==> config.mk <==
export PLATFORM = sky130hd
export DESIGN_NAME = seq_bit_serializer_flat
export DESIGN_NICKNAME = d
export VERILOG_FILES = /design/src/rtl/seq_bit_serializer_if.sv /design/src/rtl/seq_bit_serializer.sv /design/src/flat_wrapper.sv
export SDC_FILE = /design/constraint.sdc
export NUM_CORES = 1
export LEC_CHECK = 0
export ABC_AREA = 0
export ABC_CLOCK_PERIOD_IN_PS = 4400
export CAP_MARGIN = 20
export CORE_ASPECT_RATIO = 2
export CORE_UTILIZATION = 23
export DETAILED_ROUTE_END_ITERATION = 10
export GPL_TIMING_DRIVEN = 0
export PLACE_DENSITY = 0.41
export SLEW_MARGIN = 25
export SYNTH_ARGS = -nofsm -noshare
export SYNTH_HDL_FRONTEND = slang
export SYNTH_SLANG_ARGS = --single-unit
==> constraint.sdc <==
create_clock -name clk -period 4.4 [get_ports clk]
set_input_delay 0.44 -clock clk [delete_from_list [all_inputs] [get_ports clk]]
set_output_delay 0.44 -clock clk [all_outputs]
set_load 0.005 [all_outputs]
==> src/rtl/seq_bit_serializer_if.sv <==
// Bus bundle for seq_bit_serializer: parallel word input with handshake plus serial output side.
// Handshake: a word transfers on a posedge where in_valid & in_ready are both 1; the producer
// holds in_data/in_valid stable while in_valid & !in_ready; in_ready never depends on in_valid.
interface seq_bit_serializer_if #(
  parameter int WIDTH = 8
);
  logic [WIDTH-1:0] in_data;
  logic             in_valid;
  logic             in_ready;
  logic             ser_d;
  logic             ser_valid;
  logic             busy;
  logic [15:0]      words_sent;

  modport master (
    output in_data, in_valid,
    input  in_ready, ser_d, ser_valid, busy, words_sent
  );

  modport slave (
    input  in_data, in_valid,
    output in_ready, ser_d, ser_valid, busy, words_sent
  );
endinterface

==> src/rtl/seq_bit_serializer.sv <==
// Parallel-to-serial feeder: one bit per clock on ser_d, one-word holding buffer for gapless
// streaming, IDLE_BIT driven between words.
module seq_bit_serializer #(
  parameter int   WIDTH     = 8,
  parameter bit   MSB_FIRST = 1'b1,
  parameter logic IDLE_BIT  = 1'b1
) (
  input  logic                  clk,
  input  logic                  rst,
  seq_bit_serializer_if.slave   bus,
  output logic                  state_dbg   // 1 while in SHIFT
);
  localparam int CW = $clog2(WIDTH);

  typedef enum logic {IDLE, SHIFT} state_t;

  state_t           state, state_n;
  logic [WIDTH-1:0] sh, sh_n;
  logic [WIDTH-1:0] hold, hold_n;
  logic             hold_full, hold_full_n;
  logic [CW-1:0]    bit_cnt, bit_cnt_n;
  logic             ser_d_q, ser_d_n;
  logic             ser_valid_q, ser_valid_n;
  logic [15:0]      ws, ws_n;
  logic             accept;
  logic             last_bit;

  // sh always holds the bits not yet driven; head() is the next one out.
  function automatic logic head(input logic [WIDTH-1:0] w);
    return MSB_FIRST ? w[WIDTH-1] : w[0];
  endfunction

  function automatic logic [WIDTH-1:0] advance(input logic [WIDTH-1:0] w);
    return MSB_FIRST ? (w << 1) : (w >> 1);
  endfunction

  assign accept   = bus.in_valid & ~hold_full;
  assign last_bit = (bit_cnt == CW'(WIDTH - 1));

  always_comb begin
    state_n     = state;
    sh_n        = sh;
    hold_n      = hold;
    hold_full_n = hold_full;
    bit_cnt_n   = bit_cnt;
    ser_d_n     = ser_d_q;
    ser_valid_n = ser_valid_q;
    ws_n        = ws;
    unique case (state)
      IDLE: begin
        ser_d_n     = IDLE_BIT;
        ser_valid_n = 1'b0;
        if (accept) begin
          state_n     = SHIFT;
          bit_cnt_n   = '0;
          ser_d_n     = head(bus.in_data);
          sh_n        = advance(bus.in_data);
          ser_valid_n = 1'b1;
        end
      end
      SHIFT: begin
        if (last_bit) begin
          ws_n      = ws + 16'd1;
          bit_cnt_n = '0;
          if (hold_full) begin
            ser_d_n     = head(hold);
            sh_n        = advance(hold);
            hold_full_n = 1'b0;
          end else if (accept) begin
            // Hold is empty at the boundary, so a fresh word goes straight into sh.
            ser_d_n = head(bus.in_data);
            sh_n    = advance(bus.in_data);
          end else begin
            state_n     = IDLE;
            ser_valid_n = 1'b0;
            ser_d_n     = IDLE_BIT;
          end
        end else begin
          bit_cnt_n = bit_cnt + 1'b1;
          ser_d_n   = head(sh);
          sh_n      = advance(sh);
          if (accept) begin
            hold_n      = bus.in_data;
            hold_full_n = 1'b1;
          end
        end
      end
      default: state_n = IDLE;
    endcase
  end

  always_ff @(posedge clk) begin
    if (rst) begin
      state       <= IDLE;
      sh          <= '0;
      hold        <= '0;
      hold_full   <= 1'b0;
      bit_cnt     <= '0;
      ser_d_q     <= IDLE_BIT;
      ser_valid_q <= 1'b0;
      ws          <= '0;
    end else begin
      state       <= state_n;
      sh          <= sh_n;
      hold        <= hold_n;
      hold_full   <= hold_full_n;
      bit_cnt     <= bit_cnt_n;
      ser_d_q     <= ser_d_n;
      ser_valid_q <= ser_valid_n;
      ws          <= ws_n;
    end
  end

  assign bus.in_ready   = ~hold_full;
  assign bus.busy       = (state == SHIFT) | hold_full;
  assign bus.ser_d      = ser_d_q;
  assign bus.ser_valid  = ser_valid_q;
  assign bus.words_sent = ws;
  assign state_dbg      = (state == SHIFT);
endmodule

==> src/flat_wrapper.sv <==
// flat-port wrapper written by rule: the top's interface ports become plain ports
module seq_bit_serializer_flat 
#(
  parameter int   WIDTH     = 8,
  parameter bit   MSB_FIRST = 1'b1,
  parameter logic IDLE_BIT  = 1'b1
)
  (clk, rst, state_dbg, bus_in_data, bus_in_valid, bus_in_ready, bus_ser_d, bus_ser_valid, bus_busy, bus_words_sent);
  seq_bit_serializer_if #(.WIDTH(WIDTH)) bus_i ();
  input  logic clk;
  input  logic rst;
  output logic state_dbg;
  input wire logic [$bits(bus_i.in_data)-1:0] bus_in_data;
  input wire logic [$bits(bus_i.in_valid)-1:0] bus_in_valid;
  output wire logic [$bits(bus_i.in_ready)-1:0] bus_in_ready;
  output wire logic [$bits(bus_i.ser_d)-1:0] bus_ser_d;
  output wire logic [$bits(bus_i.ser_valid)-1:0] bus_ser_valid;
  output wire logic [$bits(bus_i.busy)-1:0] bus_busy;
  output wire logic [$bits(bus_i.words_sent)-1:0] bus_words_sent;
  assign bus_i.in_data = bus_in_data;
  assign bus_i.in_valid = bus_in_valid;
  assign bus_in_ready = bus_i.in_ready;
  assign bus_ser_d = bus_i.ser_d;
  assign bus_ser_valid = bus_i.ser_valid;
  assign bus_busy = bus_i.busy;
  assign bus_words_sent = bus_i.words_sent;
  seq_bit_serializer #(.WIDTH(WIDTH), .MSB_FIRST(MSB_FIRST), .IDLE_BIT(IDLE_BIT)) u_core (.clk(clk), .rst(rst), .bus(bus_i), .state_dbg(state_dbg));
endmodule
== Word-level counts from Yosys, hierarchy flattened ==
Cells that the tools add are included.
Operators by class
  add/sub/neg operators: 2
  bitwise operators: 5
  mux-type cells: 21
  eq/ne operators: 5
  reductions and logical operators: 5
Operator list (number)
  8-bit two-way mux: 3
  16-bit by 1-bit adder with 16-bit output (second input constant): 1
  8-bit case mux with 2 select lines: 1
  1-bit two-way mux: 11
  3-bit two-way mux: 2
  2-bit inequality test (second input constant): 3
  1-bit case mux with 2 select lines: 3
  3-bit case mux with 2 select lines: 1
  3-bit AND reduction: 2
  2-bit AND reduction: 2
  3-bit by 1-bit adder with 3-bit output (second input constant): 1
  3-bit equality test (second input constant): 1
  1-bit inverter: 3
  2-bit by 1-bit inequality test with 1-bit output (second input constant): 1
  2-bit nonzero test: 1
  1-bit bitwise AND: 1
  1-bit OR: 1
Word-level totals
  bits of input ports: 11
  word-level logic and storage cells: 46
  flip-flop bits (word level): 39
  output and inout bits: 21

== Logic depth before layout (Yosys ltp) ==
  depth in word-level cells: 6
  depth in mapped cells: 7
  depth with buffers taken out: 6

== Least setup slack after synthesis ==
Ideal clock, no wire load.
  kind: register -> register
  start point: register u_core.bit_cnt[0]
  end point: register u_core.ws[15] (netlist: u_core.bus.words_sent[15])
  arrival: 1622 ps
  slack: 2708 ps
  data required time: 4330 ps
  setup time: 70 ps
  cell stages (with the launch flop): 7
  period minus slack after synthesis: 1692 ps
  cells stage by stage: dfxtp_1 -> ha_1 -> ha_1 -> and4_4 -> nand2_4 -> or4_1 -> a21oi_1
Between the ends
  word-level cells in the longest chain between the ends: 2
RTL lines
  start, declared: RTL line seq_bit_serializer.sv:21  | logic [CW-1:0] bit_cnt, bit_cnt_n;
  start signal, assigned: RTL line seq_bit_serializer.sv:107  | bit_cnt <= bit_cnt_n;
  3-bit equality test: RTL line seq_bit_serializer.sv:38  | assign last_bit = (bit_cnt == CW'(WIDTH - 1));
  2-bit AND reduction (no line)
  end signal, assigned: RTL line seq_bit_serializer.sv:110  | ws <= ws_n;
  end, declared: RTL line seq_bit_serializer.sv:24  | logic [15:0] ws, ws_n;
Every way passes these cells.
A chain may end at the register's enable or synchronous reset.

== Final worst setup path ==
  start point: register u_core.state (netlist: u_core.state_dbg)
  end point: output port bus_busy
Between the ends
  word-level cells in the longest chain between the ends: 1
RTL lines
  start, declared: RTL line seq_bit_serializer.sv:17  | state_t state, state_n;
  start signal, assigned: RTL line seq_bit_serializer.sv:103  | state <= state_n;
  1-bit OR: RTL line seq_bit_serializer.sv:115  | assign bus.busy = (state == SHIFT) | hold_full;
  end, declared: RTL line flat_wrapper.sv:18  | output wire logic [$bits(bus_i.busy)-1:0] bus_busy;
Every way passes these cells.

==> impl_metrics.yaml <==
status:
  status: "completed"
floorplanning:
  die_w_um: 64.04
  num_rows: 44
  top_level_ports: 32
  start_util_pct: 24.00
  die_h_um: 126.1
  design.die.area_mm2: 0.008074
  core_mm2: 0.007377
logic_synthesis:
  synth_seq_cells: 39
  yosysWarnings: 0
  synth_nets: 217
  ys_seq_area_share_pct: 44.10
  synthCells: 202
  synth_area_mm2: 0.001770
  synthDistinctLibCells: 34
  syn_area_per_cell_um2: 8.765
clocking:
  htreeDepth: 2
  cts_hold_buf: 0
  clockRootBuffer: "clkbuf_16"
  cts_made_buffers: 5
  clk_pin_slew_worst_paths_ns: 0.06
  cts_sinks: 39
  ctsResizeCount: 0
  cts.repair_timing.setup_buffer_count: 0
  clock_path_buffers: 2
  clkLatencyLatePin_ns: 0.28
  cts_tree: "yes"
worst_setup_path:
  cpPeakStageDelay_ns: 0.49
  startpoint: "u_core.state_dbg"
  crit_chain: "buf_4 > clkbuf_1 > or2_2 > clkdlybuf4s50_1"
  critical-path-top-delay-family: "buffers and inverters"
  cp_slowest_cell: "clkdlybuf4s50_1"
  timing.rr.start: "u_core.bit_cnt[0]"
  worstPathRequired_ns: 3.96
  arrival_ns: 1.88
  cp_num_buf_inv: 3
  worst_setup_path_end_kind: "primary output"
  path_max_fanout: 10
  crit_path_start_kind: "register"
  path_class: "reg -> out"
finish:
  final_area_mm2: 0.002333
  drive_gt1_share_pct: 8.714
  antennaDiodeCount: 0
  nets: 255
  fillers: 827
  finish.utilization_pct: 31.63
  fin_cells: 333
  area_growth_pct: 31.80
power_and_ir_drop:
  p_leak_nw: 0.8468
  vdd_drop_max_v: 0.0001516
  powerDensity_mw_per_mm2: 342.0
run:
  maxCapViolations: 0
timing:
  finClkSkew_ns: 0.003585
  max_freq_mhz: 431.4
  worstMarginPinSlew_ns: 0.7091
  hold_viol_final: 0
  rsz0062_at_grt: "no"
  min_period_ns: 2.318
  setup_viol: 0
  slew_headroom_pct: 52.41
  timing.setup.tns_ns: 0
  timing.final.crit_share_pct: 52.68
  final_max_slew_viol_count: 0
grt:
  grt.total_usage_pct: 12.90
  grt-ovfl-total: 0
  grt_pass1_vias: 1452
  grt_max_degree: 12
  antenna_found_initial: 0
  grt_pass1_wl_mm: 7.548
routing:
  wirelength_mm: 4.654
  viasPerCell: 4.592
  first_pass_iters: 4
  drtIter0Drc: 56
  drcViolationCount: 0
  ant_nets: 0
  vias: 1529
  drt-wirelength-per-cell_um: 13.98
place:
  place.gp.congestion: 0.7962
  place_inst: 325
  dpl-instance-area_mm2: 0.002196
  portBuffers: 31
  dpl.hpwl_mm: 3.414
min_path:
  hp-class: "reg -> reg"
  min_from: "u_core.sh[0]"
-- layout by cell type (no fill, tap or decap), types with 9 or more instances in the layout --
master,instances
nand3_1,11
xor2_1,11
clkbuf_1,11
nor2_1,30
dfxtp_1,39
a21oi_1,13
o21ai_0,10
inv_1,10
clkdlybuf4s50_1,31
nand2_1,9
-- where the power goes --
part | switching (mW) | total [mW] | internal (mW)
Clock | 0.140 | 0.349 | 0.209
Sequential | 0.00576 | 0.371 | 0.365
Combinational | 0.0410 | 0.0783 | 0.0373
-- area by class of cell --
type                    instances  area (µm²)  share of cell area, %
clock buffers                   7       132.6                  5.684
repair buffers                 31       310.3                  13.30
inverters                      10       37.54                  1.609
flip-flops and latches         39       780.7                  33.46
well taps                      92       115.1                  4.933
plain buffers                  13       57.56                  2.466
multi-input cells             140       894.6                  38.34
clock inverters                 1       5.005                 0.2145
-- state kept, by name, indices dropped and copies added (netlist names) --
| name | cells |
|---|---|
| u_core.hold_full | 1 |
| u_core.state_dbg | 1 |
| u_core.bus.ser_valid | 1 |
| u_core.sh | 8 |
| u_core.bus.ser_d | 1 |
| u_core.bit_cnt | 3 |
| u_core.bus.words_sent | 16 |
| u_core.hold | 8 |
-- worst paths after layout --
kind | to | slack [ns] | cells past startpoint
hold / removal | u_core.sh[0] | 0.46 | 2
hold reg to reg | u_core.sh[0] | 0.46 | 2
setup reg to reg | u_core.sh[3] | 2.24 | 7
setup / recovery | bus_busy | 2.08 | 4
-- cell usage after synthesis --
master	instances	share of area, %
a2111oi_0	1	0.49
mux2_2	7	4.5
nand2_1	9	1.9
a21oi_1	13	3.7
or4_1	2	0.85
nand3_1	11	3.1
a22oi_1	7	3.0
o31ai_1	2	0.85
o21ai_1	1	0.28
inv_1	10	2.1
mux2i_1	8	4.5
ha_1	4	2.8
and3_1	1	0.35
nand2_2	1	0.35
or3_1	2	0.71
nand3b_1	3	1.3
a311o_1	1	0.57
and4_4	1	0.64
dfxtp_1	39	44
buf_4	2	0.85
nand2_4	1	0.64
clkbuf_1	9	1.9
and4_1	3	1.5
nor2_1	30	6.4
and2_1	1	0.35
xor2_1	11	5.4
nand4_1	5	1.8
buf_1	1	0.21
nand2b_1	2	0.71
o21ai_0	10	2.8
buf_2	1	0.28
or2_2	1	0.35
a211oi_1	1	0.42
nor2_2	1	0.35
-- kinds of logic after synthesis --
group	synth area share, %
AOI/OAI and AO/OA	12.08
xor gates and xnor gates	5.442
adders and majority gates	2.827
buffers and inverters	5.370
DFF	44.10
muxes	8.976
and+or+nand+nor	21.20
-- tightest hold or removal path: cells and delay by family, from the launching register on --
kind	cells	cell delay [ns]
flops	1	0.31
compound gates	1	0.04
simple gates	1	0.07
-- metal layers --
metal / up-vias / track usage (%) / part of all wire [%]
met5: - / 0 / 0
met4: 0 / 8.289 / 3.2
met3: 9 / 3.533 / 3.0
met2: 26 / 24.16 / 57
met1: 716 / 11.67 / 37
li1: 778 / - / -
-- per-stage QoR --
step / worst slack, ns / power (mW) / hold WS [ns]
6_report: 2.082 / 0.7982 / 0.4621
5_1_grt: 1.969 / 0.8388 / 0.4969
4_1_cts: 2.062 / 0.8152 / 0.4679
3_5_place_dp: 2.199 / 0.4580 / 0.4534
3_3_place_gp: 2.191 / 0.4577 / 0.4558
2_1_floorplan: 2.708 / 0.4227 / 0.4407
No activity file was read; power rests on OpenSTA's default activity.
